**config.mk**
```make
export PLATFORM = sky130hd
export DESIGN_NAME = ysyx_mem_arbiter
export DESIGN_NICKNAME = d
export VERILOG_FILES = /design/src/rtl/ysyx_pkg.sv /design/src/rtl/ysyx_arb_prio.sv /design/src/rtl/ysyx_mem_arbiter.sv
export SDC_FILE = /design/constraint.sdc
export NUM_CORES = 1
export LEC_CHECK = 0
export ABC_AREA = 1
export CAP_MARGIN = 30
export CORE_AREA = 2 2 126 128
export DETAILED_ROUTE_END_ITERATION = 10
export DIE_AREA = 0 0 128 130
export HOLD_SLACK_MARGIN = 0.03
export PLACE_DENSITY = 0.68
export SLEW_MARGIN = 15
export SYNTH_ARGS = -nofsm -noshare
export SYNTH_HDL_FRONTEND = slang
export SYNTH_SLANG_ARGS = --single-unit
```
**constraint.sdc**
```tcl
create_clock -name clk -period 3.6 [get_ports clk]
set_clock_uncertainty 0.15 [all_clocks]
set_input_delay 1.08 -clock clk [delete_from_list [all_inputs] [get_ports clk]]
set_output_delay 1.08 -clock clk [all_outputs]
set_load 0.05 [all_outputs]
```
**src/rtl/ysyx_pkg.sv**
```systemverilog
// Shared types and constants for the core-side memory arbiter.
`ifndef YSYX_W_WIDTH
`define YSYX_W_WIDTH 32
`endif

package ysyx_pkg;

   typedef enum logic [2:0] {
      IDLE,
      IF_AR,
      IF_R,
      LS_AR,
      LS_R,
      LS_W,
      LS_B
   } arb_state_e;

   localparam logic [1:0] RESP_OKAY   = 2'b00;
   localparam logic [1:0] RESP_EXOKAY = 2'b01;
   localparam logic [1:0] RESP_SLVERR = 2'b10;
   localparam logic [1:0] RESP_DECERR = 2'b11;

endpackage

```
**src/rtl/ysyx_arb_prio.sv**
```systemverilog
// IFU/LSU grant selection: LSU wins by default, the IFU wins once it has
// lost STARVE_MAX consecutive arbitration rounds.
module ysyx_arb_prio #(
   parameter int unsigned STARVE_MAX = 4
) (
   input  logic clk,
   input  logic rst,
   input  logic arb_en,
   input  logic ifu_req,
   input  logic lsu_req,
   output logic grant_ifu,
   output logic grant_lsu
);

   logic [3:0] starve_cnt;
   logic       ifu_forced;

   always_comb begin
      ifu_forced = ifu_req && (starve_cnt == 4'(STARVE_MAX));
      grant_lsu  = lsu_req && !ifu_forced;
      grant_ifu  = ifu_req && !grant_lsu;
   end

   // Only arbitration rounds taken in IDLE count as IFU losses.
   always_ff @(posedge clk) begin
      if (rst) begin
         starve_cnt <= '0;
      end else if (arb_en) begin
         if (grant_ifu)
            starve_cnt <= '0;
         else if (ifu_req && (starve_cnt != 4'hF))
            starve_cnt <= starve_cnt + 4'd1;
      end
   end

endmodule

```
**src/rtl/ysyx_mem_arbiter.sv**
```systemverilog
// Shares one AXI-lite-style memory port between instruction fetch and the
// load/store path; one transaction at a time, IDLE between transactions.
module ysyx_mem_arbiter
   import ysyx_pkg::*;
#(
   parameter int unsigned BIT_W      = `YSYX_W_WIDTH,
   parameter int unsigned STARVE_MAX = 4
) (
   input  logic             clk,
   input  logic             rst,
   input  logic             ifu_avalid,
   input  logic [BIT_W-1:0] ifu_addr,
   output logic [BIT_W-1:0] ifu_rdata,
   output logic             ifu_rvalid,
   input  logic             lsu_avalid,
   input  logic             lsu_ren,
   input  logic             lsu_wen,
   input  logic [BIT_W-1:0] lsu_addr,
   input  logic [BIT_W-1:0] lsu_wdata,
   input  logic [3:0]       lsu_wstrb,
   output logic [BIT_W-1:0] lsu_rdata,
   output logic             lsu_rvalid,
   output logic             lsu_wready,
   output logic             bus_arvalid,
   input  logic             bus_arready,
   output logic [BIT_W-1:0] bus_araddr,
   input  logic             bus_rvalid,
   input  logic [BIT_W-1:0] bus_rdata,
   input  logic [1:0]       bus_rresp,
   output logic             bus_rready,
   output logic             bus_awvalid,
   input  logic             bus_awready,
   output logic [BIT_W-1:0] bus_awaddr,
   output logic             bus_wvalid,
   input  logic             bus_wready,
   output logic [BIT_W-1:0] bus_wdata,
   output logic [3:0]       bus_wstrb,
   input  logic             bus_bvalid,
   input  logic [1:0]       bus_bresp,
   output logic             bus_bready,
   output logic             fault_o
);

   arb_state_e       state, state_nx;
   logic [BIT_W-1:0] addr_q, wdata_q;
   logic [3:0]       wstrb_q;
   logic             aw_done_q, w_done_q;
   logic             aw_hs, w_hs;
   logic             grant_ifu, grant_lsu;

   // Any LSU request without wen takes the read path, so ren carries no extra information.
   logic unused_ok;
   assign unused_ok = lsu_ren;

   ysyx_arb_prio #(
      .STARVE_MAX(STARVE_MAX)
   ) u_prio (
      .clk       (clk),
      .rst       (rst),
      .arb_en    (state == IDLE),
      .ifu_req   (ifu_avalid),
      .lsu_req   (lsu_avalid),
      .grant_ifu (grant_ifu),
      .grant_lsu (grant_lsu)
   );

   assign aw_hs      = bus_awvalid && bus_awready;
   assign w_hs       = bus_wvalid && bus_wready;
   assign bus_araddr = addr_q;
   assign bus_awaddr = addr_q;
   assign bus_wdata  = wdata_q;
   assign bus_wstrb  = wstrb_q;
   assign ifu_rdata  = bus_rdata;
   assign lsu_rdata  = bus_rdata;

   always_ff @(posedge clk) begin
      if (rst) state <= IDLE;
      else     state <= state_nx;
   end

   always_ff @(posedge clk) begin
      if (rst) begin
         addr_q    <= '0;
         wdata_q   <= '0;
         wstrb_q   <= '0;
         aw_done_q <= 1'b0;
         w_done_q  <= 1'b0;
      end else if (state == IDLE) begin
         aw_done_q <= 1'b0;
         w_done_q  <= 1'b0;
         if (grant_lsu) begin
            addr_q  <= lsu_addr;
            wdata_q <= lsu_wdata;
            wstrb_q <= lsu_wstrb;
         end else if (grant_ifu) begin
            addr_q  <= ifu_addr;
         end
      end else if (state == LS_W) begin
         aw_done_q <= aw_done_q | aw_hs;
         w_done_q  <= w_done_q | w_hs;
      end
   end

   always_comb begin
      state_nx = state;
      unique case (state)
         IDLE: begin
            if (grant_lsu)      state_nx = lsu_wen ? LS_W : LS_AR;
            else if (grant_ifu) state_nx = IF_AR;
         end
         IF_AR: if (bus_arready) state_nx = IF_R;
         IF_R:  if (bus_rvalid)  state_nx = IDLE;
         LS_AR: if (bus_arready) state_nx = LS_R;
         LS_R:  if (bus_rvalid)  state_nx = IDLE;
         // Either handshake may land first or both in the same cycle.
         LS_W:  if ((aw_done_q || aw_hs) && (w_done_q || w_hs)) state_nx = LS_B;
         LS_B:  if (bus_bvalid)  state_nx = IDLE;
         default: state_nx = IDLE;
      endcase
   end

   always_comb begin
      bus_arvalid = 1'b0;
      bus_rready  = 1'b0;
      bus_awvalid = 1'b0;
      bus_wvalid  = 1'b0;
      bus_bready  = 1'b0;
      ifu_rvalid  = 1'b0;
      lsu_rvalid  = 1'b0;
      lsu_wready  = 1'b0;
      fault_o     = 1'b0;
      unique case (state)
         IF_AR, LS_AR: bus_arvalid = 1'b1;
         IF_R: begin
            bus_rready = 1'b1;
            ifu_rvalid = bus_rvalid;
            fault_o    = bus_rvalid && (bus_rresp != RESP_OKAY);
         end
         LS_R: begin
            bus_rready = 1'b1;
            lsu_rvalid = bus_rvalid;
            fault_o    = bus_rvalid && (bus_rresp != RESP_OKAY);
         end
         LS_W: begin
            bus_awvalid = !aw_done_q;
            bus_wvalid  = !w_done_q;
         end
         LS_B: begin
            bus_bready = 1'b1;
            lsu_wready = bus_bvalid;
            fault_o    = bus_bvalid && (bus_bresp != RESP_OKAY);
         end
         default: ;
      endcase
   end

endmodule

```
==> impl_metrics.py, run 1 <==
metrics = {
    "worst_hold_path": {
        "whs_endpoint": "u_prio.starve_cnt[1]",
        "min_path_type": "register to register",
        "hold_path_depth": 2,
        "hold_start": "u_prio.starve_cnt[1]",
    },
    "clock_network": {
        "h-tree-depth": 3,
        "root_buffer": "clkbuf_16",
        "cts_tree": "built",
        "clk_latency_ns": 0.33,
        "post_cts_buffers": 0,
        "clk_path_buf_depth": 2,
        "hold_buffers": 0,
        "clkTransAtPathRegs_ns": 0.06,
        "cts_sinks": 77,
        "cts_buffers": 9,
        "cts-resized-gates": 0,
    },
    "synth": {
        "synth_top_cells_by_area": "dfxtp_1 (37%), buf_4 (18%), nand2_1 (8.1%)",
        "synthXorXnorAreaFrac_pct": 0,
        "synth_edf_count": 0,
        "synth_seq_area_share_pct": 37.18,
        "ys_warn_count": 0,
        "synth.most_common_cell": "buf_4",
        "async_reset_ff_share_pct": 0,
        "synth_top_area_cell": "dfxtp_1",
        "synthAdderAreaFrac_pct": 0.6035,
        "synth_compound_area_share_pct": 11.62,
        "syn_avg_cell_area_sq_um": 7.249,
        "synthTopCellsByCount": "buf_4 (100), nand2_1 (90), nor2_1 (90), dfxtp_1 (77), inv_1 (52)",
        "synth_simple_gate_area_share_pct": 23.36,
        "syn_inst": 572,
        "yosys_most_used_dff": "dfxtp_1",
        "ys_types": 24,
        "synth_top_family_by_area": "buffers and inverters",
        "synth_nets": 721,
        "synth_top_cell_area_share_pct": 37.18,
        "netlist_area_sq_um": 4146,
        "synthMuxAreaShare_pct": 0,
        "synth-seq-cells": 77,
    },
    "critical_path": {
        "worst-r2r-cell-count": 9,
        "critPathMostFrequentCell": "o21ai_0",
        "cp_data_arrival_time_ns": 2.28,
        "cp.required_ns": 2.37,
        "r2r_end": "bus_araddr[2]",
        "crit_path_end_kind": "output port",
        "start_kind": "input pin",
        "crit_type": "input pin to output port",
        "crit_path_max_fanout": 2,
        "r2r_start": "u_prio.starve_cnt[0]",
        "critPathMaxStageDelay_ns": 0.45,
        "path_cells": "clkdlybuf4s50_1 > inv_1 > nor3_4 > o21ai_0 > o21ai_0 > buf_12",
        "cpMaxStageDelayCell": "clkdlybuf4s50_1",
        "rrSetupSlack_ns": 1.62,
    },
    "sta": {
        "slew_violations": 0,
        "hold_violations": 0,
        "setup_tns_ns": 0,
        "fin_crit_sh_pct": 97.62,
        "rsz0062_at_grt": "false",
        "tightest_slew_ns": 0.6152,
        "slew_headroom_pct": 58.93,
        "setup_viol": 0,
        "clock.fmax_mhz": 284.6,
        "fin_ws_ns": 0.08572,
        "min_period_ns": 3.514,
    },
    "finish": {
        "area_growth_syn_to_layout_pct": 48.04,
        "fin_area_sq_um": 6138,
        "nNetsFinal": 838,
        "postLayoutCoreUtil_pct": 39.80,
        "fillers": 1592,
        "diodes": 0,
        "layout-drive-gt1-share_pct": 6.052,
    },
    "floorplanning": {
        "coreArea_sq_um": 15420,
        "start_util_pct": 26.88,
        "die_h_um": 130,
        "ioPinCount": 320,
        "die-area_sq_um": 16640,
        "die_w_um": 128,
        "std_cell_rows": 46,
    },
    "place": {
        "place_congestion": 0.8329,
        "hpwl_mm": 9.042,
        "io_buffers": 222,
        "place_ws_ns": 0.08254,
        "dpl_cell_area_sq_um": 5813,
    },
    "global_route": {
        "grt_pass1_vias": 3574,
        "antenna_found_initial": 0,
        "grt_max_degree": 55,
        "grt_overflow": 0,
        "grt.total_usage_pct": 14.04,
        "grt_pass1_wl_mm": 18.33,
    },
    "route": {
        "drt_iter0_markers": 127,
        "postRouteAntennaNets": 0,
        "via_count": 3874,
        "viasPerCell": 4.372,
        "wirelength_mm": 12.13,
        "drc": 0,
        "firstDrtPassIters": 4,
        "wl_per_cell_um": 13.69,
    },
    "outcome": {
        "outcome": "finished, final reports clean",
    },
    "power": {
        "power_density_nw_per_um2": 965.2,
        "finalPower_uw": 5925,
        "p_leak_uw": 0.002666,
        "peakVddDrop_v": 0.0004068,
    },
    "flow_run": {
        "drv_cap": 0,
    },
}
## registers in the layout, indices dropped and copies added (netlist names)
register	flops
bus_wstrb	4
bus_wdata	32
state	3
bus_araddr	32
u_prio.starve_cnt	4
aw_done_q	1
w_done_q	1
## critical path, delay by kind of cell
kind            cells  cell delay (ns)
compound gates      2             0.27
buf+inv             3             0.70
simple gates        1             0.23
## stage by stage
stage,hold WS (ns),std cells
final,0.3427,886
after floorplan,0.3060,572
after CTS,0.3414,886
after detailed placement,0.3321,870
after global routing,0.3802,886
after global placement,0.3260,870
## worst max path at each step
stage | cells past startpoint | endpoint | start
2_1_floorplan | 4 | fault_o | bus_bvalid
3_3_place_gp | 6 | fault_o | bus_bvalid
3_5_place_dp | 6 | fault_o | bus_bvalid
4_1_cts | 6 | fault_o | bus_bvalid
5_1_grt | 6 | fault_o | bus_bvalid
6_report | 6 | fault_o | bus_bvalid
## kinds of logic after synthesis
group / count (synthesis)
buffers and inverters: 181
adder cells (fa/ha/maj): 2
AO/OA/AOI/OAI: 80
AND/OR/NAND/NOR: 232
flip-flops: 77
## routing by layer
metal / vias up / GRT usage [%] / part of all wire, %
met1: 1702 / 16.39 / 41
met2: 202 / 22.81 / 47
met4: 0 / 5.495 / 1.9
li1: 1952 / - / -
met3: 18 / 6.150 / 10
met5: - / 0 / 0
## power breakdown
| part | switching, uW | internal [uW] | total, uW |
|---|---|---|---|
| sequential | 218 | 1160 | 1370 |
| combinational | 2390 | 1160 | 3550 |
| clock | 374 | 625 | 999 |
| total | 2980 | 2940 | 5920 |
## cell usage in the layout, fill, tap and decap left out, types with 3 or more instances in the layout
master	netlist	final
clkdlybuf4s50_1	0	218
nand2_1	90	90
nor2_1	90	90
dfxtp_1	77	77
inv_1	52	52
o21ai_0	41	41
nand3_1	37	37
o211ai_1	32	32
clkbuf_16	0	9
inv_2	5	6
buf_4	100	6
buf_12	0	5
nor3_1	5	4
a21oi_1	4	4
nand2_2	3	3
nor2_4	3	3
## cell type report
cell class / instances / area (sq um) / share of cell area (%)
well taps: 192 / 240.2 / 3.914
repair buffers: 229 / 2327 / 37.91
inverters: 58 / 217.7 / 3.547
multi-input cells: 314 / 1486 / 24.22
clock buffers: 10 / 239.0 / 3.893
clock inverters: 6 / 86.33 / 1.406
flip-flops and latches: 77 / 1541 / 25.11
(Power assumes the default switching activity.)
==> run 2: changes to the inputs <==
--- a/config.mk
+++ b/config.mk
@@ -10,6 +10,7 @@
 export CORE_AREA = 2 2 126 128
 export DETAILED_ROUTE_END_ITERATION = 10
 export DIE_AREA = 0 0 128 130
+export GPL_ROUTABILITY_DRIVEN = 0
 export HOLD_SLACK_MARGIN = 0.03
 export PLACE_DENSITY = 0.68
 export SLEW_MARGIN = 15
==> constraint.sdc (replaced) <==
create_clock -name clk -period 3.6 [get_ports clk]
set_clock_uncertainty 0.15 [all_clocks]
set_input_delay 0.54 -clock clk [delete_from_list [all_inputs] [get_ports clk]]
set_output_delay 0.54 -clock clk [all_outputs]
set_load 0.05 [all_outputs]
==> impl_metrics.py, run 2 (synthesized netlist as in run 1, its figures left out) <==
metrics = {
    "floorplanning": {
        "die_h_um": 130,
        "start_util_pct": 26.88,
        "die_w_um": 128,
        "ioPinCount": 320,
        "std_cell_rows": 46,
        "coreArea_sq_um": 15420,
        "die-area_sq_um": 16640,
    },
    "clock_network": {
        "h-tree-depth": 3,
        "cts-resized-gates": 0,
        "cts_buffers": 9,
        "post_cts_buffers": 0,
        "hold_buffers": 0,
        "cts_tree": "built",
        "clkTransAtPathRegs_ns": 0.06,
        "cts_sinks": 77,
        "clk_latency_ns": 0.33,
        "root_buffer": "clkbuf_16",
        "clk_path_buf_depth": 2,
    },
    "sta": {
        "fin_crit_sh_pct": 83.00,
        "holdWs_ns": 0.3386,
        "setup_viol": 0,
        "clock.fmax_mhz": 334.7,
        "tightest_slew_ns": 0.6538,
        "hold_violations": 0,
        "setup_tns_ns": 0,
        "slew_headroom_pct": 56.41,
        "rsz0062_at_grt": "false",
        "slew_violations": 0,
        "min_period_ns": 2.988,
    },
    "route": {
        "wl_per_cell_um": 13.53,
        "wirelength_mm": 11.96,
        "drt_iter0_markers": 123,
        "via_count": 3810,
        "firstDrtPassIters": 4,
        "postRouteAntennaNets": 0,
        "drc": 0,
        "viasPerCell": 4.310,
    },
    "finish": {
        "layout-drive-gt1-share_pct": 5.058,
        "layout_common_cells": "clkdlybuf4s50_1 (222), nand2_1 (90), nor2_1 (90)",
        "diodes": 0,
        "postLayoutCoreUtil_pct": 39.26,
        "layout_commonest_cell": "clkdlybuf4s50_1",
        "nNetsFinal": 836,
        "area_growth_syn_to_layout_pct": 46.05,
        "fillers": 1561,
    },
    "global_route": {
        "grt_max_degree": 66,
        "antenna_found_initial": 0,
        "grt.total_usage_pct": 13.92,
        "grt_pass1_vias": 3446,
        "grt_overflow": 0,
        "grt_pass1_wl_mm": 18.00,
    },
    "critical_path": {
        "crit_type": "input pin to output port",
        "crit_path_max_fanout": 2,
        "crit_path_end_kind": "output port",
        "cpMaxStageDelayCell": "clkdlybuf4s50_1",
        "cp.required_ns": 2.91,
        "critPathMaxStageDelay_ns": 0.82,
        "cp_data_arrival_time_ns": 2.30,
        "path_cells": "clkdlybuf4s50_1 > inv_1 > nor3_1 > o21ai_0 > o21ai_0 > clkdlybuf4s50_1",
        "start_kind": "input pin",
    },
    "place": {
        "io_buffers": 222,
        "hpwl_mm": 8.844,
    },
    "power": {
        "peakVddDrop_v": 0.0003730,
        "power_density_nw_per_um2": 960.8,
        "p_leak_uw": 0.002615,
    },
    "flow_run": {
        "drv_cap": 0,
    },
    "outcome": {
        "outcome": "finished, final reports clean",
    },
    "worst_hold_path": {
        "min_path_type": "register to register",
    },
}
run 2: worst max-delay path, delay by kind of cell:
family	cells	cell delay, ns
AOI/OAI and AO/OA	2	0.21
and+or+nand+nor	1	0.24
buffers and inverters	3	1.32
run 2: power breakdown:
part           switching [uW]  total (uW)  internal, uW
registers                 217        1370          1160
logic                    2380        3490          1120
clock network             391         952           561
run 2: final cells by class:
class / instances / area [sq um] / area share (%)
Sequential cell: 77 / 1541 / 25.45
Clock buffer: 10 / 239.0 / 3.946
Tap cell: 192 / 240.2 / 3.967
Timing Repair Buffer: 227 / 2272 / 37.52
Multi-Input combinational cell: 314 / 1475 / 24.36
Clock inverter: 6 / 70.07 / 1.157
Inverter: 58 / 217.7 / 3.595
run 2: metrics by stage:
step	area [sq um]	setup slack, ns	total power, uW	instances
detailed placement	5747	0.6152	4895	868
finish	6056	0.6119	5818	884
floorplan	4146	0.4332	4202	572
global route	6056	0.4651	6133	884
global placement	5747	0.6035	4873	868
CTS	6056	0.6154	5876	884
run 2: final timing paths:
kind / depth (start not counted) / start / end / slack, ns
worst max-delay path: 6 / bus_bvalid / fault_o / 0.61
worst max register to register: 9 / u_prio.starve_cnt[0] / bus_araddr[11] / 1.69
worst min-delay path: 2 / u_prio.starve_cnt[1] / u_prio.starve_cnt[1] / 0.34
worst min register to register: 2 / u_prio.starve_cnt[1] / u_prio.starve_cnt[1] / 0.34
run 2: routing by layer:
| layer | track usage [%] | part of all wire [%] |
|---|---|---|
| met1 | 15.76 | 41 |
| met2 | 22.02 | 45 |
| met5 | 0 | 0 |
| met3 | 7.298 | 11 |
| met4 | 6.076 | 2.5 |
==> run 3: changes to the inputs <==
==> constraint.sdc (replaced) <==
create_clock -name clk -period 2.8 [get_ports clk]
set_clock_uncertainty 0.15 [all_clocks]
set_input_delay 0.42 -clock clk [delete_from_list [all_inputs] [get_ports clk]]
set_output_delay 0.42 -clock clk [all_outputs]
set_load 0.05 [all_outputs]
==> impl_metrics.py, run 3 (synthesized netlist as in run 1, its figures left out) <==
metrics = {
    "outcome": {
        "outcome": "finished, final reports clean",
    },
    "place": {
        "place_ws_ns": 0.4815,
        "dpl.cell_count": 868,
        "hpwl_mm": 9.020,
        "io_buffers": 222,
        "dpl_cell_area_sq_um": 5742,
    },
    "floorplanning": {
        "coreArea_sq_um": 15420,
        "die_h_um": 130,
        "start_util_pct": 26.88,
        "die_w_um": 128,
        "die-area_sq_um": 16640,
        "ioPinCount": 320,
        "std_cell_rows": 46,
    },
    "sta": {
        "fin_crit_sh_pct": 92.97,
        "slew_headroom_pct": 58.10,
        "hold_violations": 0,
        "clock.fmax_mhz": 384.2,
        "setup_tns_ns": 0,
        "setup_viol": 0,
        "rsz0062_at_grt": "false",
        "min_period_ns": 2.603,
        "slew_violations": 0,
        "fin_ws_ns": 0.1970,
        "tightest_slew_ns": 0.6276,
    },
    "finish": {
        "fillers": 1612,
        "layout-drive-gt1-share_pct": 5.780,
        "layout_common_cells": "clkdlybuf4s50_1 (216), nand2_1 (90), nor2_1 (90)",
        "fin_area_sq_um": 6052,
        "instances_no_fill": 884,
        "multiInputGateArea_sq_um": 1480,
        "area_growth_syn_to_layout_pct": 45.96,
        "diodes": 0,
        "layout_commonest_cell": "clkdlybuf4s50_1",
        "postLayoutCoreUtil_pct": 39.24,
        "nNetsFinal": 836,
        "seqCellArea_sq_um": 1541,
    },
    "route": {
        "postRouteAntennaNets": 0,
        "via_count": 3831,
        "viasPerCell": 4.334,
        "wirelength_mm": 12.14,
        "drc": 0,
        "wl_per_cell_um": 13.73,
        "firstDrtPassIters": 4,
        "drt_iter0_markers": 132,
    },
    "worst_hold_path": {
        "min_path_type": "register to register",
    },
    "global_route": {
        "grt_max_degree": 53,
        "grt_pass1_wl_mm": 18.21,
        "grt_overflow": 0,
        "grt.total_usage_pct": 14.01,
        "grt_pass1_vias": 3440,
        "antenna_found_initial": 0,
    },
    "clock_network": {
        "cts_sinks": 77,
        "cts_buffers": 9,
        "clk_latency_ns": 0.34,
        "root_buffer": "clkbuf_16",
        "hold_buffers": 0,
        "post_cts_buffers": 0,
        "cts_tree": "built",
        "h-tree-depth": 3,
        "clk_path_buf_depth": 2,
        "clkTransAtPathRegs_ns": 0.07,
    },
    "critical_path": {
        "crit_type": "register to output port",
        "crit_path_max_fanout": 6,
        "start_kind": "register",
        "cp_data_arrival_time_ns": 2.03,
        "cp.required_ns": 2.23,
        "crit_path_end_kind": "output port",
    },
    "power": {
        "peakVddDrop_v": 0.0005456,
        "p_leak_uw": 0.002661,
        "power_density_nw_per_um2": 1239,
    },
    "flow_run": {
        "drv_cap": 0,
    },
}
-- run 3: changes by cell type in the layout (fill, tap and decap cells not counted), sizes merged --
cell,change
dlymetal6s2s,+2
clkbuf,-1
inv,+2
buf,+4
clkinvlp,-1
clkdlybuf4s50,-6
-- run 3: repair_timing --
action	in CTS	in global routing
resized for setup	0	2
hold endpoints to repair	0	0
setup endpoints to repair	0	2
-- run 3: layer usage --
| metal | wire [um] | track usage, % | vias up |
|---|---|---|---|
| met1 | 4940 | 16.06 | 1672 |
| met2 | 5792 | 23.25 | 197 |
| met4 | 227 | 5.624 | 0 |
| met3 | 1179 | 5.904 | 17 |
| li1 | - | - | 1945 |
| met5 | 0 | 0 | - |
-- run 3: where the power goes --
part	leakage [uW]	total, uW	internal [uW]	switching [uW]
Sequential	0.000636	1770	1490	282
Combinational	0.00188	4500	1450	3060
Clock	0.000143	1220	704	521
Total	0.00266	7500	3640	3860
-- run 3: stage by stage --
step	hold WS (ns)	total power [uW]
after floorplan	0.3060	5405
after global placement	0.3249	6286
after detailed placement	0.3335	6306
after CTS	0.3432	7572
after global routing	0.3769	7911
final	0.3403	7497
-- run 3: critical path, cell delays in order (launching register included) --
cell and delay (ns):
dfxtp_1 0.51, nand2_2 0.14, nand2_1 0.11, nand2_1 0.09, inv_1 0.06, clkdlybuf4s50_1 0.79
-- run 3: final timing paths --
path                                      startpoint              endpoint  slack [ns]  cells past startpoint
worst min register to register  u_prio.starve_cnt[1]  u_prio.starve_cnt[1]        0.34                      2
worst min-delay path            u_prio.starve_cnt[1]  u_prio.starve_cnt[1]        0.34                      2
worst max register to register  u_prio.starve_cnt[0]        bus_araddr[13]        0.88                      9
worst max-delay path                        state[1]            bus_rready        0.20                      5
-- run 3: final cells by class --
class                           instances  share of cell area, %
Clock inverter                          7                  1.323
Multi-Input combinational cell        314                  24.46
Sequential cell                        77                  25.47
Clock buffer                            9                  3.721
Timing Repair Buffer                  227                  37.46
Tap cell                              192                  3.969
Inverter                               58                  3.597
